### src/rtl/color_period_classifier.sv
// color_period_classifier
// Drives the TCS3200 filter-select pins, measures the sensor output period on
// red, green and blue in turn (averaged over 2^AVG_LOG2 periods) and classifies
// the nib as red, green, blue or yellow.
//
// Ports:
//   clk           single clock, rising edge
//   reset         asynchronous, active-high
//   freq_in       sensor square wave, asynchronous to clk
//   start         request a classification (sampled only when idle)
//   color_select  {S3,S2}: red 00, green 11, blue 10, clear/idle 01
//   busy          classification in progress
//   done          one-cycle strobe, color valid
//   color         red 00, green 01, blue 10, yellow 11
//   timeout       at least one channel timed out in the last run
//   red_period, green_period, blue_period  scaled, saturated average periods

module color_period_classifier #(
  parameter int unsigned AVG_LOG2       = 2,
  parameter int unsigned CNT_W          = 24,
  parameter int unsigned SHIFT          = 3,
  parameter int unsigned OUT_W          = 8,
  parameter int unsigned SETTLE_CYCLES  = 256,
  parameter int unsigned TIMEOUT_CYCLES = 1 << 20
) (
  input  logic             clk,
  input  logic             reset,
  input  logic             freq_in,
  input  logic             start,
  output logic [1:0]       color_select,
  output logic             busy,
  output logic             done,
  output logic [1:0]       color,
  output logic             timeout,
  output logic [OUT_W-1:0] red_period,
  output logic [OUT_W-1:0] green_period,
  output logic [OUT_W-1:0] blue_period
);

  localparam int unsigned SW = $clog2(SETTLE_CYCLES + 1);
  localparam int unsigned TW = $clog2(TIMEOUT_CYCLES + 1);
  localparam int unsigned EW = AVG_LOG2 + 1;
  localparam logic [EW-1:0]    LastEdge = EW'((1 << AVG_LOG2) - 1);
  localparam logic [SW-1:0]    SettleLast = SW'(SETTLE_CYCLES - 1);
  localparam logic [TW-1:0]    TimeoutLast = TW'(TIMEOUT_CYCLES - 1);
  localparam logic [CNT_W-1:0] OutMax = CNT_W'({OUT_W{1'b1}});

  typedef enum logic [2:0] {
    StIdle, StSettle, StArm, StMeasure, StStore, StDecide
  } state_e;

  // Encodings double as the {S3,S2} filter-select value.
  typedef enum logic [1:0] {
    ChRed   = 2'b00,
    ChGreen = 2'b11,
    ChBlue  = 2'b10
  } chan_e;

  state_e           state_q, state_d;
  chan_e            chan_q, chan_d;
  logic [SW-1:0]    settle_q, settle_d;
  logic [TW-1:0]    timer_q, timer_d;
  logic [CNT_W-1:0] acc_q, acc_d;
  logic [EW-1:0]    ecnt_q, ecnt_d;
  logic             chan_to_q, chan_to_d;
  logic             timeout_q, timeout_d;
  logic [OUT_W-1:0] red_q, red_d, green_q, green_d, blue_q, blue_d;
  logic [1:0]       color_q, color_d;
  logic             done_q, done_d;

  logic sync1_q, sync2_q, sync3_q;
  logic freq_edge;

  logic [CNT_W-1:0] scaled;
  logic [OUT_W-1:0] chan_val;
  logic [1:0]       color_pick;

  // Two-flop synchroniser followed by a rising-edge detector.
  assign freq_edge = sync2_q & ~sync3_q;

  // Average over 2^AVG_LOG2 periods, drop SHIFT LSBs, saturate to OUT_W bits.
  // A timed-out channel reports all-ones.
  always_comb begin
    scaled = acc_q >> (AVG_LOG2 + SHIFT);
    if (chan_to_q || (scaled > OutMax)) begin
      chan_val = '1;
    end else begin
      chan_val = scaled[OUT_W-1:0];
    end
  end

  // Yellow when blue strictly dominates; otherwise the minimum channel,
  // ties resolved red, then green, then blue.
  always_comb begin
    if ((blue_q > red_q) && (blue_q > green_q)) begin
      color_pick = 2'b11;
    end else if ((red_q <= green_q) && (red_q <= blue_q)) begin
      color_pick = 2'b00;
    end else if (green_q <= blue_q) begin
      color_pick = 2'b01;
    end else begin
      color_pick = 2'b10;
    end
  end

  always_comb begin
    state_d   = state_q;
    chan_d    = chan_q;
    settle_d  = settle_q;
    timer_d   = timer_q;
    acc_d     = acc_q;
    ecnt_d    = ecnt_q;
    chan_to_d = chan_to_q;
    timeout_d = timeout_q;
    red_d     = red_q;
    green_d   = green_q;
    blue_d    = blue_q;
    color_d   = color_q;
    done_d    = 1'b0;

    unique case (state_q)
      StIdle: begin
        if (start) begin
          state_d   = StSettle;
          chan_d    = ChRed;
          settle_d  = '0;
          timeout_d = 1'b0;
        end
      end

      StSettle: begin
        if (settle_q == SettleLast) begin
          state_d   = StArm;
          timer_d   = '0;
          chan_to_d = 1'b0;
        end else begin
          settle_d = settle_q + SW'(1);
        end
      end

      StArm: begin
        timer_d = timer_q + TW'(1);
        if (freq_edge) begin
          state_d = StMeasure;
          acc_d   = '0;
          ecnt_d  = '0;
        end else if (timer_q == TimeoutLast) begin
          chan_to_d = 1'b1;
          state_d   = StStore;
        end
      end

      StMeasure: begin
        timer_d = timer_q + TW'(1);
        // Counting includes the terminating edge cycle, so the captured value
        // is the exact distance between first and last edge.
        acc_d = (acc_q == '1) ? acc_q : acc_q + CNT_W'(1);
        if (freq_edge) begin
          ecnt_d = ecnt_q + EW'(1);
          if (ecnt_q == LastEdge) begin
            state_d = StStore;
          end
        end else if (timer_q == TimeoutLast) begin
          chan_to_d = 1'b1;
          state_d   = StStore;
        end
      end

      StStore: begin
        timeout_d = timeout_q | chan_to_q;
        settle_d  = '0;
        unique case (chan_q)
          ChRed: begin
            red_d   = chan_val;
            chan_d  = ChGreen;
            state_d = StSettle;
          end
          ChGreen: begin
            green_d = chan_val;
            chan_d  = ChBlue;
            state_d = StSettle;
          end
          default: begin
            blue_d  = chan_val;
            state_d = StDecide;
          end
        endcase
      end

      StDecide: begin
        color_d = color_pick;
        done_d  = 1'b1;
        state_d = StIdle;
      end

      default: state_d = StIdle;
    endcase
  end

  always_ff @(posedge clk or posedge reset) begin
    if (reset) begin
      sync1_q   <= 1'b0;
      sync2_q   <= 1'b0;
      sync3_q   <= 1'b0;
      state_q   <= StIdle;
      chan_q    <= ChRed;
      settle_q  <= '0;
      timer_q   <= '0;
      acc_q     <= '0;
      ecnt_q    <= '0;
      chan_to_q <= 1'b0;
      timeout_q <= 1'b0;
      red_q     <= '0;
      green_q   <= '0;
      blue_q    <= '0;
      color_q   <= 2'b00;
      done_q    <= 1'b0;
    end else begin
      sync1_q   <= freq_in;
      sync2_q   <= sync1_q;
      sync3_q   <= sync2_q;
      state_q   <= state_d;
      chan_q    <= chan_d;
      settle_q  <= settle_d;
      timer_q   <= timer_d;
      acc_q     <= acc_d;
      ecnt_q    <= ecnt_d;
      chan_to_q <= chan_to_d;
      timeout_q <= timeout_d;
      red_q     <= red_d;
      green_q   <= green_d;
      blue_q    <= blue_d;
      color_q   <= color_d;
      done_q    <= done_d;
    end
  end

  // done is registered out of DECIDE, so it coincides with IDLE: busy low,
  // filter back on clear.
  always_comb begin
    busy         = (state_q != StIdle);
    color_select = 2'b01;
    if ((state_q == StSettle) || (state_q == StArm) ||
        (state_q == StMeasure) || (state_q == StStore)) begin
      color_select = chan_q;
    end
  end

  assign done         = done_q;
  assign color        = color_q;
  assign timeout      = timeout_q;
  assign red_period   = red_q;
  assign green_period = green_q;
  assign blue_period  = blue_q;

endmodule

### config.mk
export PLATFORM = sky130hd
export DESIGN_NAME = color_period_classifier
export DESIGN_NICKNAME = d
export VERILOG_FILES = /design/src/rtl/color_period_classifier.sv
export SDC_FILE = /design/constraint.sdc
export NUM_CORES = 1
export LEC_CHECK = 0
export CAP_MARGIN = 40
export CORE_UTILIZATION = 30
export CTS_CLUSTER_SIZE = 28
export DETAILED_ROUTE_END_ITERATION = 16
export PLACE_DENSITY_LB_ADDON = 0.08
export SKIP_CTS_REPAIR_TIMING = 1
export SYNTH_ARGS = -nofsm -noshare
export SYNTH_HDL_FRONTEND = slang
export SYNTH_SLANG_ARGS = --single-unit
### constraint.sdc
create_clock -name clk -period 4.1 [get_ports clk]
set_input_delay 0.41 -clock clk [delete_from_list [all_inputs] [get_ports clk]]
set_output_delay 0.41 -clock clk [all_outputs]
set_load 0.1 [all_outputs]
; Word-level counts from Yosys, hierarchy flattened
; Index checks and enable logic that the tools add are counted.
[classes]
addsub = 4
n_lt_le_gt_ge = 6
eq_ne = 20
n_mux = 34
bitwise = 4
reduce_logical = 26
[ops]
columns = op, n
row1 = 24-bit 2-to-1 mux, 2
row2 = 24-bit one-hot mux with 2 select lines, 1
row3 = 21-bit one-hot mux with 2 select lines, 1
row4 = 3-bit 2-to-1 mux, 9
row5 = 9-bit one-hot mux with 3 select lines, 1
row6 = "24-bit by 1-bit adder with 24-bit output, second input constant", 1
row7 = "24-bit == test, second input constant", 1
row8 = 8-bit less-or-equal comparator, 3
row9 = "21-bit by 1-bit adder with 21-bit output, second input constant", 1
row10 = "21-bit by 20-bit == test with 1-bit output, second input constant", 1
row11 = 21-bit 2-to-1 mux, 1
row12 = "19-bit by 8-bit > comparator with 1-bit output, second input constant", 1
row13 = 9-bit 2-to-1 mux, 2
row14 = 8-bit > comparator, 2
row15 = 3-bit one-hot mux with 5 select lines, 1
row16 = 3-bit AND reduction, 5
row17 = "2-bit != test, second input constant", 7
row18 = 2-bit 2-to-1 mux, 5
row19 = 2-bit AND reduction, 5
row20 = "9-bit by 1-bit adder with 9-bit output, second input constant", 1
row21 = "3-bit by 2-bit == test with 1-bit output, second input constant", 3
row22 = "9-bit by 8-bit == test with 1-bit output, second input constant", 1
row23 = 8-bit 2-to-1 mux, 1
row24 = 2-bit one-hot mux with 2 select lines, 2
row25 = 21 further kinds, 36
[word_totals]
regBits = 94
in_bits = 4
out_inout_bits = 31

; Logic depth before layout (Yosys ltp)
[logic_depth]
ltp_word = 5
mapped_depth = 10
depth_no_buf = 10

; Least setup slack after synthesis
; Ideal clock, no wire load.
[synth_path]
kind = register to register
startpoint = register blue_q[3], in the netlist blue_period[3]
endpoint = register color_q[0], in the netlist color[0]
arrival_ps = 2365
setup_slack_ps = 1640
path_stages_with_launch = 9
period_less_slack_ps = 2460
cell_sequence = dfrtp_1 inv_1 ha_1 a21oi_1 a31oi_1 a211oi_1 nand3_1 o221a_2 o31ai_1
[synth_between]
elab_chain_len = 4
[synth_rtl]
columns = item, line
row1 = "start, declared", 67  ; logic [OUT_W-1:0] red_q, red_d, green_q, green_d, blue_q, blue_d;
row2 = "start signal, assigned", 232  ; blue_q <= blue_d;
row3 = "8-bit less-or-equal comparator, on equally long branches", "99, 97"
row4 = 2-bit 2-to-1 mux / 1-bit logical AND (equally long branches), "99, 97"
row5 = 2-bit 2-to-1 mux, 97  ; end else if ((red_q <= green_q) && (red_q <= blue_q)) begin
row6 = 2-bit 2-to-1 mux (*), 95  ; if ((blue_q > red_q) && (blue_q > green_q)) begin
row7 = "end signal, assigned", 233  ; color_q <= color_d;
row8 = "end, declared", 68  ; logic [1:0] color_q, color_d;
; Mark *: on every way between the ends. The rest lies on a longest branch, timed or not.
; A chain may end at the register's enable or synchronous reset.

; Worst setup path after layout
[layout_path]
startpoint = register state_q[0]
endpoint = output color_select[0]
[layout_between]
elab_chain_len = 5
[layout_rtl]
columns = item, line
row1 = "start, declared", 59  ; state_e state_q, state_d;
row2 = "start signal, assigned", 205  ; state_q <= StIdle;
row3 = "start signal, assigned", 222  ; state_q <= state_d;
row4 = 3-bit by 1-bit == test with 1-bit output / 3-bit by 2-bit == test with 1-bit output (equally long branches), 243  ; if ((state_q == StSettle) || (state_q == StArm) ||
row5 = 1-bit logical OR (2 in a row), 243
row6 = 1-bit logical OR (*), 244  ; (state_q == StMeasure) || (state_q == StStore)) begin
row7 = 2-bit 2-to-1 mux (*), 243
row8 = "end, declared", 30  ; output logic [1:0] color_select,
; Marked as above.

==> results_dict.tcl <==
set metrics [dict create \
    cts_sinks 94 \
    m1WireLength_um 6122 \
    power_leakage_nw 2.809 \
    total_power_w 0.001876 \
    clkTransAtPathRegs_ns 0.07 \
    cts_tree "built" \
    grt.total_usage 0.1485 \
    end_kind "primary output" \
    outcome "finished, final reports clean" \
    pre_cts_ws_ns 1.532 \
    rsz0062_at_grt "no" \
    num_vias 3918 \
    io_buffers 34 \
    setup-tns-final_ns 0 \
    arrival_ns 2.34 \
    holdCritPathClass "input pin to asynchronous set/reset pin" \
    worst-setup-path-type "flop to primary output" \
    relSlewSlack 0.5104 \
    gp_congestion 0.8033 \
    grt_pass1_wl_um 19460 \
    synthDistinctLibCells 51 \
    core-area_sq_um 16000 \
    drc_errors 0 \
    powerDensity_nw_per_um2 294.7 \
    report.final.slew_viol_count 0 \
    postRouteAntennaNets 0 \
    dr_wl_met3_um 214 \
    finalSetupViolCount 0 \
    pwr-share-comb 0.016 \
    final_common_cell "dfrtp_1" \
    synth_top_area_share 0.4739 \
    synth_largest_area_cell "dfrtp_1" \
    fin_skew_ns 0.005063 \
    diodes 0 \
    postSynthAreaPerCell_sq_um 9.295 \
    ys_seq_elements 94 \
    wl_per_cell_um 14.13 \
    final_cell_mix "dfrtp_1, nor2_1, a21oi_1" \
    synth-seq-area-share 0.4739 \
    tightest_slew_ns 0.7267 \
    stdcell_count 821 \
    fp.dieW_um 130.6 \
    routed_wl_um 11600 \
    clock_latency_ns 0.35 \
    synth-edff-count 0 \
    setup_ws_ns 1.349 \
    ys_async_sr_fraction 1.000 \
    htree_num_levels 3 \
    grt_pass1_vias 3711 \
    drt_iter0_markers 154 \
    initial_utilization 0.3102 \
    clock_path_buffers 2 \
    synth_ff_type "dfrtp_1" \
    synth_area_sq_um 4964 \
    swShare 0.2083 \
    post-dp-hpwl_um 8465 \
    drive_gt1_frac 0.1140 \
    die_y_um 130.6 \
    synth_area_leaders "dfrtp_1, ha_1, nor2_1" \
    switching_power_w 0.0003906 \
    finalHoldWorstSlack_ns 0.3349 \
    maxCapViolCount 0 \
    io_pins 35 \
    hold_violations 0 \
    period_share 0.6709 \
    max_clock_freq_mhz 363.6 \
    dieArea_sq_um 17060 \
    yosysWarnings 0 \
    row_count 46 \
    power.share.clock 0.489 \
    drt_first_pass_iters 4 \
    num-nets-final 636 \
    p_int_w 0.001485 \
    clock-root-buffer "clkbuf_16" \
    syn2layout_area_growth_pct 28.21 \
    grt_max_degree 51 \
    critPathRequiredTime_ns 3.69 \
    grt_overflow 0 \
    wl_met2_um 5105 \
    irDropWorstVdd_v 0.0001759 \
    seqPwrFrac 0.495 \
    dp.cells 805 \
    synth_cells 534 \
    start_kind "flop" \
    antenna_found_initial 0 \
    routed_via_density 4.772 \
    routed.top_layer "met4" \
    path_max_fanout 17 \
    syn_nets 570 \
    cts_buffers 9 \
    post-route-min-period_ns 2.751 \
]
==> layer usage <==
layer | track usage | up-vias
met1 | 0.2149 | 1878
met5 | 0 | -
met2 | 0.2219 | 42
met4 | 0.06085 | 0
li1 | - | 1988
met3 | 0.02077 | 10
==> Yosys cell counts, types with 2 or more instances <==
cell type	count
a31oi_1	2
o211ai_1	4
nand2b_1	4
nor2b_1	5
and3_1	7
buf_2	3
or3_1	7
inv_1	30
nand3_1	22
o31ai_1	4
xor2_1	30
xnor2_1	9
clkbuf_1	11
and4_4	2
nand2_1	41
nor4_1	7
o32ai_1	2
ha_1	32
a21o_1	4
a21oi_1	51
o21ai_0	14
dfrtp_1	94
and2_1	3
nor2_1	91
nor3_1	8
nand4_1	22
==> power groups by stage <==
stage	sequential [W]	clock (W)	combinational, W
6_report	0.000929	0.000917	0.0000295
5_1_grt	0.000928	0.000983	0.0000346
4_1_cts	0.000929	0.000950	0.0000317
3_5_place_dp	0.000947	0	0.0000318
3_3_place_gp	0.000947	0	0.0000281
2_1_floorplan	0.000947	0	0.0000154
==> final timing paths <==
path	endpoint	slack (ns)	cells after the start	startpoint
max in group asynchronous	acc_q[6]	2.91	4	reset
worst max register to register	timer_q[14]	1.52	10	settle_q[0]
worst min register to register	sync2_q	0.36	0	sync1_q
worst max-delay path	color_select[0]	1.35	5	state_q[0]
min in group clk	sync2_q	0.36	0	sync1_q
worst min-delay path	acc_q[19]	0.33	2	reset
==> worst max-delay path, stage by stage (launching register included) <==
cell and delay (ns):
dfrtp_1 0.57, nor2_1 0.49, xnor2_1 0.14, nand2_1 0.08
clkdlybuf4s50_1 0.50, buf_8 0.20
==> sequential cells by signal, summed over array words and instances (netlist names), 3 cells and up <==
| register | count |
|---|---|
| state_q | 3 |
| ecnt_q | 3 |
| blue_period | 8 |
| green_period | 8 |
| timer_q | 21 |
| settle_q | 9 |
| red_period | 8 |
| acc_q | 24 |
==> metrics by stage <==
| step | instance area [sq um] | utilization |
|---|---|---|
| after detailed placement | 6040 | 0.3775 |
| after floorplan | 4964 | - |
| after CTS | 6364 | 0.3977 |
| after global placement | 5544 | 0.3465 |
| after global routing | 6364 | 0.3977 |
| final | 6364 | 0.3977 |
==> cell type report <==
cell class | instances | area (sq um)
Timing Repair Buffer | 70 | 863.3
Sequential cell | 94 | 2352
Clock inverter | 6 | 85.08
Tap cell | 216 | 270.3
Fill cell | 1610 | 9637
Multi-Input combinational cell | 395 | 2439
Inverter | 30 | 115.1
Clock buffer | 10 | 239.0
==> kinds of logic after synthesis <==
family,count (synthesis),share of synthesized area
simple gates,231,0.2261
flops,94,0.4739
compound gates,92,0.1134
buf+inv,45,0.03479
xor+xnor,39,0.06882
fa+ha+maj,32,0.08066
mux,1,0.002269
No activity file was read; power rests on OpenSTA's default activity.
